<file path="config.mk">
export PLATFORM = sky130hd
export DESIGN_NAME = fetch_unit
export DESIGN_NICKNAME = d
export VERILOG_FILES = /design/src/rtl/fetch_unit.sv
export SDC_FILE = /design/constraint.sdc
export NUM_CORES = 1
export LEC_CHECK = 0
export ABC_AREA = 1
export ABC_CLOCK_PERIOD_IN_PS = 2700
export CORE_MARGIN = 2
export CORE_UTILIZATION = 44
export CTS_CLUSTER_DIAMETER = 30
export DETAILED_ROUTE_END_ITERATION = 8
export PLACE_DENSITY = 0.79
export SETUP_SLACK_MARGIN = 0.02
export SYNTH_ARGS = -nofsm -noshare
export SYNTH_HDL_FRONTEND = slang
export SYNTH_SLANG_ARGS = --single-unit
export TNS_END_PERCENT = 10
</file>
<file path="constraint.sdc">
create_clock -name clk -period 2.7 [get_ports clk]
set_input_delay 0.405 -clock clk [delete_from_list [all_inputs] [get_ports clk]]
set_output_delay 0.405 -clock clk [all_outputs]
set_load 0.05 [all_outputs]
</file>
<file path="src/rtl/fetch_unit.sv">
// fetch_unit: owns the PC, fetches instructions over a req/ack handshake,
// holds the executing instruction for the decoder and selects the next PC
// from the decoder's jump/exception outputs, the ALU zero flag and rs data.
// Interrupts and exceptions redirect to VECTOR_PC (supervisor, bit 31 set).
// Optional feature macro: IMEM_TIMEOUT_EN. When defined, a fetch that waits
// TIMEOUT_CYCLES cycles without ack pulses fetch_fault and restarts at
// VECTOR_PC. When undefined, a fetch waits forever and fetch_fault is 0.
module fetch_unit #(
  parameter logic [31:0] RESET_PC       = 32'h0000_0000,
  parameter logic [31:0] VECTOR_PC      = 32'h8000_0000,
  parameter int          TIMEOUT_CYCLES = 16
) (
  input  logic        clk,
  input  logic        reset,
  output logic        imem_req,
  output logic [31:0] imem_addr,
  input  logic        imem_ack,
  input  logic [31:0] imem_rdata,
  output logic [31:0] instr,
  output logic        instr_valid,
  output logic [31:0] pc,
  output logic [31:0] pc_plus4,
  output logic        pc31,
  input  logic        irq_in,
  output logic        irq,
  input  logic [1:0]  jump,
  input  logic        exception,
  input  logic        zero,
  input  logic [31:0] rs_data,
  input  logic        stall,
  output logic        fetch_fault
);

  localparam logic [1:0] S_IDLE  = 2'd0;
  localparam logic [1:0] S_FETCH = 2'd1;
  localparam logic [1:0] S_EXEC  = 2'd2;

  // Elaboration-time sanity check on the configuration.
  if (VECTOR_PC[31] != 1'b1 || TIMEOUT_CYCLES < 1) begin : g_param_chk
    $error("fetch_unit: VECTOR_PC[31] must be 1 and TIMEOUT_CYCLES >= 1");
  end

  logic [1:0]  r_state;
  logic [31:0] r_pc;
  logic [31:0] r_instr;
  logic        r_sync1, r_sync2, r_sync_d;
  logic        r_pend;
  logic        w_edge, w_retire, w_take_irq, w_timeout;
  logic [31:0] w_pc_plus4, w_next_pc, w_br_off;

  assign w_pc_plus4  = r_pc + 32'd4;
  assign w_br_off    = {{14{r_instr[15]}}, r_instr[15:0], 2'b00};
  assign w_retire    = (r_state == S_EXEC) && !stall;
  // Interrupts are masked (but kept pending) while in supervisor space.
  assign w_take_irq  = r_pend && !r_pc[31];
  assign w_edge      = r_sync2 && !r_sync_d;

  assign imem_req    = (r_state == S_FETCH);
  assign imem_addr   = r_pc;
  assign instr       = r_instr;
  assign instr_valid = (r_state == S_EXEC);
  assign pc          = r_pc;
  assign pc_plus4    = w_pc_plus4;
  assign pc31        = r_pc[31];
  assign irq         = r_pend && instr_valid && !r_pc[31];

  // Next-PC select, highest priority first; all arithmetic wraps mod 2^32.
  always_comb begin
    w_next_pc = w_pc_plus4;
    if (w_take_irq)
      w_next_pc = VECTOR_PC;
    else if (exception)
      w_next_pc = VECTOR_PC;
    else if (jump == 2'b11)
      w_next_pc = rs_data;
    else if (jump == 2'b10)
      w_next_pc = {w_pc_plus4[31:28], r_instr[25:0], 2'b00};
    else if (jump == 2'b01 && (zero ^ r_instr[26]))
      w_next_pc = w_pc_plus4 + w_br_off;
  end

  // Two-flop irq synchroniser, edge detector and pending latch. A new edge
  // in the same cycle the pending interrupt is taken re-arms it.
  always_ff @(posedge clk or posedge reset) begin
    if (reset) begin
      r_sync1  <= 1'b0;
      r_sync2  <= 1'b0;
      r_sync_d <= 1'b0;
      r_pend   <= 1'b0;
    end else begin
      r_sync1  <= irq_in;
      r_sync2  <= r_sync1;
      r_sync_d <= r_sync2;
      r_pend   <= w_edge || (r_pend && !(w_retire && w_take_irq));
    end
  end

`ifdef IMEM_TIMEOUT_EN
  localparam int CW = $clog2(TIMEOUT_CYCLES) + 1;
  logic [CW-1:0] r_cnt;
  logic          r_fault;

  assign w_timeout   = (r_state == S_FETCH) && !imem_ack &&
                       (r_cnt == CW'(TIMEOUT_CYCLES - 1));
  assign fetch_fault = r_fault;

  // Count unacknowledged FETCH cycles; fault pulse follows the expiry.
  always_ff @(posedge clk or posedge reset) begin
    if (reset) begin
      r_cnt   <= '0;
      r_fault <= 1'b0;
    end else begin
      r_fault <= w_timeout;
      if (r_state != S_FETCH || imem_ack || w_timeout)
        r_cnt <= '0;
      else
        r_cnt <= r_cnt + 1'b1;
    end
  end
`else
  assign w_timeout   = 1'b0;
  assign fetch_fault = 1'b0;
`endif

  // Main IDLE -> FETCH -> EXEC sequencer, PC and instruction registers.
  always_ff @(posedge clk or posedge reset) begin
    if (reset) begin
      r_state <= S_IDLE;
      r_pc    <= RESET_PC;
      r_instr <= 32'd0;
    end else begin
      case (r_state)
        S_IDLE: r_state <= S_FETCH;
        S_FETCH: begin
          if (imem_ack) begin
            r_instr <= imem_rdata;
            r_state <= S_EXEC;
          end else if (w_timeout) begin
            r_pc    <= VECTOR_PC;
          end
        end
        S_EXEC: begin
          if (!stall) begin
            r_pc    <= w_next_pc;
            r_state <= S_FETCH;
          end
        end
        default: r_state <= S_IDLE;
      endcase
    end
  end

endmodule
</file>
==> results.yml <==
run_status:
  status: "finished with violations"
  violations: "negative setup slack"
route:
  ant_nets: 0
  drt-total-wl_mm: 28.0
  drc: 0
  num_vias: 8521
  drt_iter0_markers: 643
  drt-wirelength-per-cell_um: 17.6
  vias_per_cell: 5.38
  first_pass_iters: 5
global_route:
  grt_max_degree: 39
  grt_use_met2: 0.575
  gr-total-overflow: 0
  grt_pass1_vias: 8388
  grt.busiest_layer: "met2"
  grtUsageTotal: 0.337
  met3_usage: 0.0739
  met1_usage: 0.426
  antenna_found_initial: 0
  grt_pass1_wl_mm: 42.6
placement:
  placed_area_um2: 10300
  io_buffers: 204
  dpl.hpwl_mm: 20.9
  gp_congestion: 1.04
yosys:
  synth_fp_nets: 1142
  synth_top_area_cell: "dfrtp_1"
  ys_ff_latch: 70
  synth.area.top_cells: "dfrtp_1, nand2_1, inv_1"
  synth_top_area_share: 0.260
  synth_commonest_cells: "nand2_1, inv_1, nor2_1"
  ys_warn_count: 0
  synthArstFlopShare: 1.00
  avgSynthCellArea_um2: 6.53
  synthesis.area_um2: 6740
  synth-main-ff-cell: "dfrtp_1"
  synth_cells: 1032
  ys_seq_area_frac: 0.260
  synth_edf_count: 0
  synth.most_common_cell: "nand2_1"
  yosysUniqueCellTypes: 50
critical_path:
  worstPathRequired_ps: 2950
  worstSetupEndpointType: "register"
  critPathKind: "register to register"
  critPathSlowestCell: "dfrtp_2"
  critPathMaxStageDelay_ps: 400
  path_max_fanout: 4
  path_cells: "buf_4 -> nand3_4 -> nor2_4 -> nand2_4 -> nor2_4 -> nand2_2 -> nor2_4 -> xor2_4 -> ha_4 -> nand2_8 -> nor2_4 -> nand3_2 -> nor2_1 -> nand2_1 -> nand3_1 -> nand2_1 -> nand3_1 -> nand2_1 -> nand2_1 -> nand2_1 -> nand2_1 -> nand2_1"
  crit_arrival_ps: 3170
  cp_common_cell: "nand2_1"
  crit_path_start_kind: "register"
floorplanning:
  design.core.area_um2: 15100
  rows: 45
  die-area_um2: 16300
  initial_core_util: 0.446
  die_width_um: 128
  io_pins: 206
  die_height_um: 128
power_and_ir_drop:
  p_leak_nw: 5.69
  vdd_ir_drop_max_v: 0.00120
  power_density_nw_per_um2: 1500
cells_and_area:
  fin_area_um2: 11600
  diodes: 0
  syn2layout_area_growth_pct: 72.6
  final_nets: 1502
  layout-drive-gt1-share: 0.366
  final_core_util: 0.770
clock_network:
  hold_buffers: 0
  cts_made_buffers: 9
  cts_sinks: 70
  htreeDepth: 3
  cts_tree: "yes"
  cts_root_buffer: "clkbuf_16"
  clkTransAtPathRegs_ps: 60
  clock_latency_ps: 360
  clockBufferDepth: 2
timing:
  finalCritPeriodShare: 1.08
  worst_pin_slew_ps: 967
  maxSlewHeadroom: 0.355
  skew_ps: 12.5
  min_period_ps: 2920
  rsz0062_at_grt: "yes"
  slew_violations: 0
  hold_viol_final: 0
  final-setup-viol-count: 20
  worst_slack_ps: -219
  finalSetupTns_ps: -2430
  clock.fmax_mhz: 343
run:
  max-cap-violations: 0
worst_hold_path:
  min_path_type: "register to register"
## through the flow
| stage | hold slack (ps) | power, W | instances | setup WS (ps) |
|---|---|---|---|---|
| floorplan | 331 | 0.00936 | 1032 | -419 |
| global placement | 332 | 0.0139 | 1546 | -392 |
| detailed placement | 336 | 0.0140 | 1546 | -404 |
| CTS | 350 | 0.0161 | 1573 | -131 |
| global route | 361 | 0.0183 | 1585 | -441 |
| finish | 349 | 0.0174 | 1585 | -219 |
## per-layer routing
metal / vias to the layer above / wire, um
met1: 4026 / 11300
met4: 0 / 756
li1: 3988 / -
met2: 447 / 13400
met5: - / 0
met3: 60 / 2500
## where the power goes
group          leakage (nW)  switching, W  internal [W]  total, W
registers             0.833      0.000601       0.00152   0.00212
clock network         0.149      0.000528      0.000748   0.00128
logic                  4.71       0.00836       0.00566    0.0140
total                  5.69       0.00949       0.00793    0.0174
## registers in the layout, indices dropped and copies added (netlist names)
register	count
instr	32
imem_addr	32
r_sync2	1
r_pend	1
r_sync_d	1
r_state	2
r_sync1	1
## kinds of logic after synthesis
logic type                 share of synthesized area
and+or+nand+nor                                0.352
buffers and inverters                          0.129
adders and majority gates                     0.0698
muxes                                         0.0500
DFF                                            0.260
AOI/OAI and AO/OA                              0.110
other                                       0.000557
xor gates and xnor gates                      0.0284
## path summary, 6_finish.rpt
check | to | slack [ps] | cells after the start | start
worst max register to register | imem_addr[26]$_DFFE_PP0P_ | -220 | 22 | imem_addr[4]$_DFFE_PP0P_
max in group asynchronous | imem_addr[22]$_DFFE_PP0P_ | 1730 | 3 | reset
min in group asynchronous | r_sync2$_DFF_PP0_ | 360 | 2 | reset
worst max-delay path | imem_addr[26]$_DFFE_PP0P_ | -220 | 22 | imem_addr[4]$_DFFE_PP0P_
worst min-delay path | r_sync2$_DFF_PP0_ | 350 | 0 | r_sync1$_DFF_PP0_
worst min register to register | r_sync2$_DFF_PP0_ | 350 | 0 | r_sync1$_DFF_PP0_
## cell usage in the layout, fill, tap and decap left out, drive strengths merged, types with 3 or more instances in the layout
cell and n:
and2 3, nor3 8, o21bai 8, nand4 10, ha 36, mux2 29, clkbuf 11, dfrtp 70
buf 225, a21oi 45, nand2 343, or2 3, nor2 115, o21ai 46, clkdlybuf4s50 176, o22ai 17
a21o 3, nand3 60, o211ai 3, nand3b 5, clkinv 3, xor2 19, inv 139
## worst max-delay path, delay by kind of cell, from the launching register on
kind          cells  cell delay, ps
xor+xnor          1             100
fa+ha+maj         1             340
buf+inv           1             150
flops             1             400
simple gates     19            1800
## final cells by class
cell class / instances / area (um2)
clock buffer: 10 / 239
clock inverter: 6 / 68.8
fill: 1069 / 3460
inverter: 138 / 518
multi-input combinational: 769 / 5100
sequential: 70 / 1780
tap: 188 / 235
timing repair buffer: 404 / 3690
## repair_timing
action | 4_1_cts | 5_1_grt
pin swaps | 38 | 56
gates resized for setup | 90 | 116
buffers inserted | 11 | 12
endpoints found under the setup margin | 25 | 29
Power figures use the tool's default switching activity.
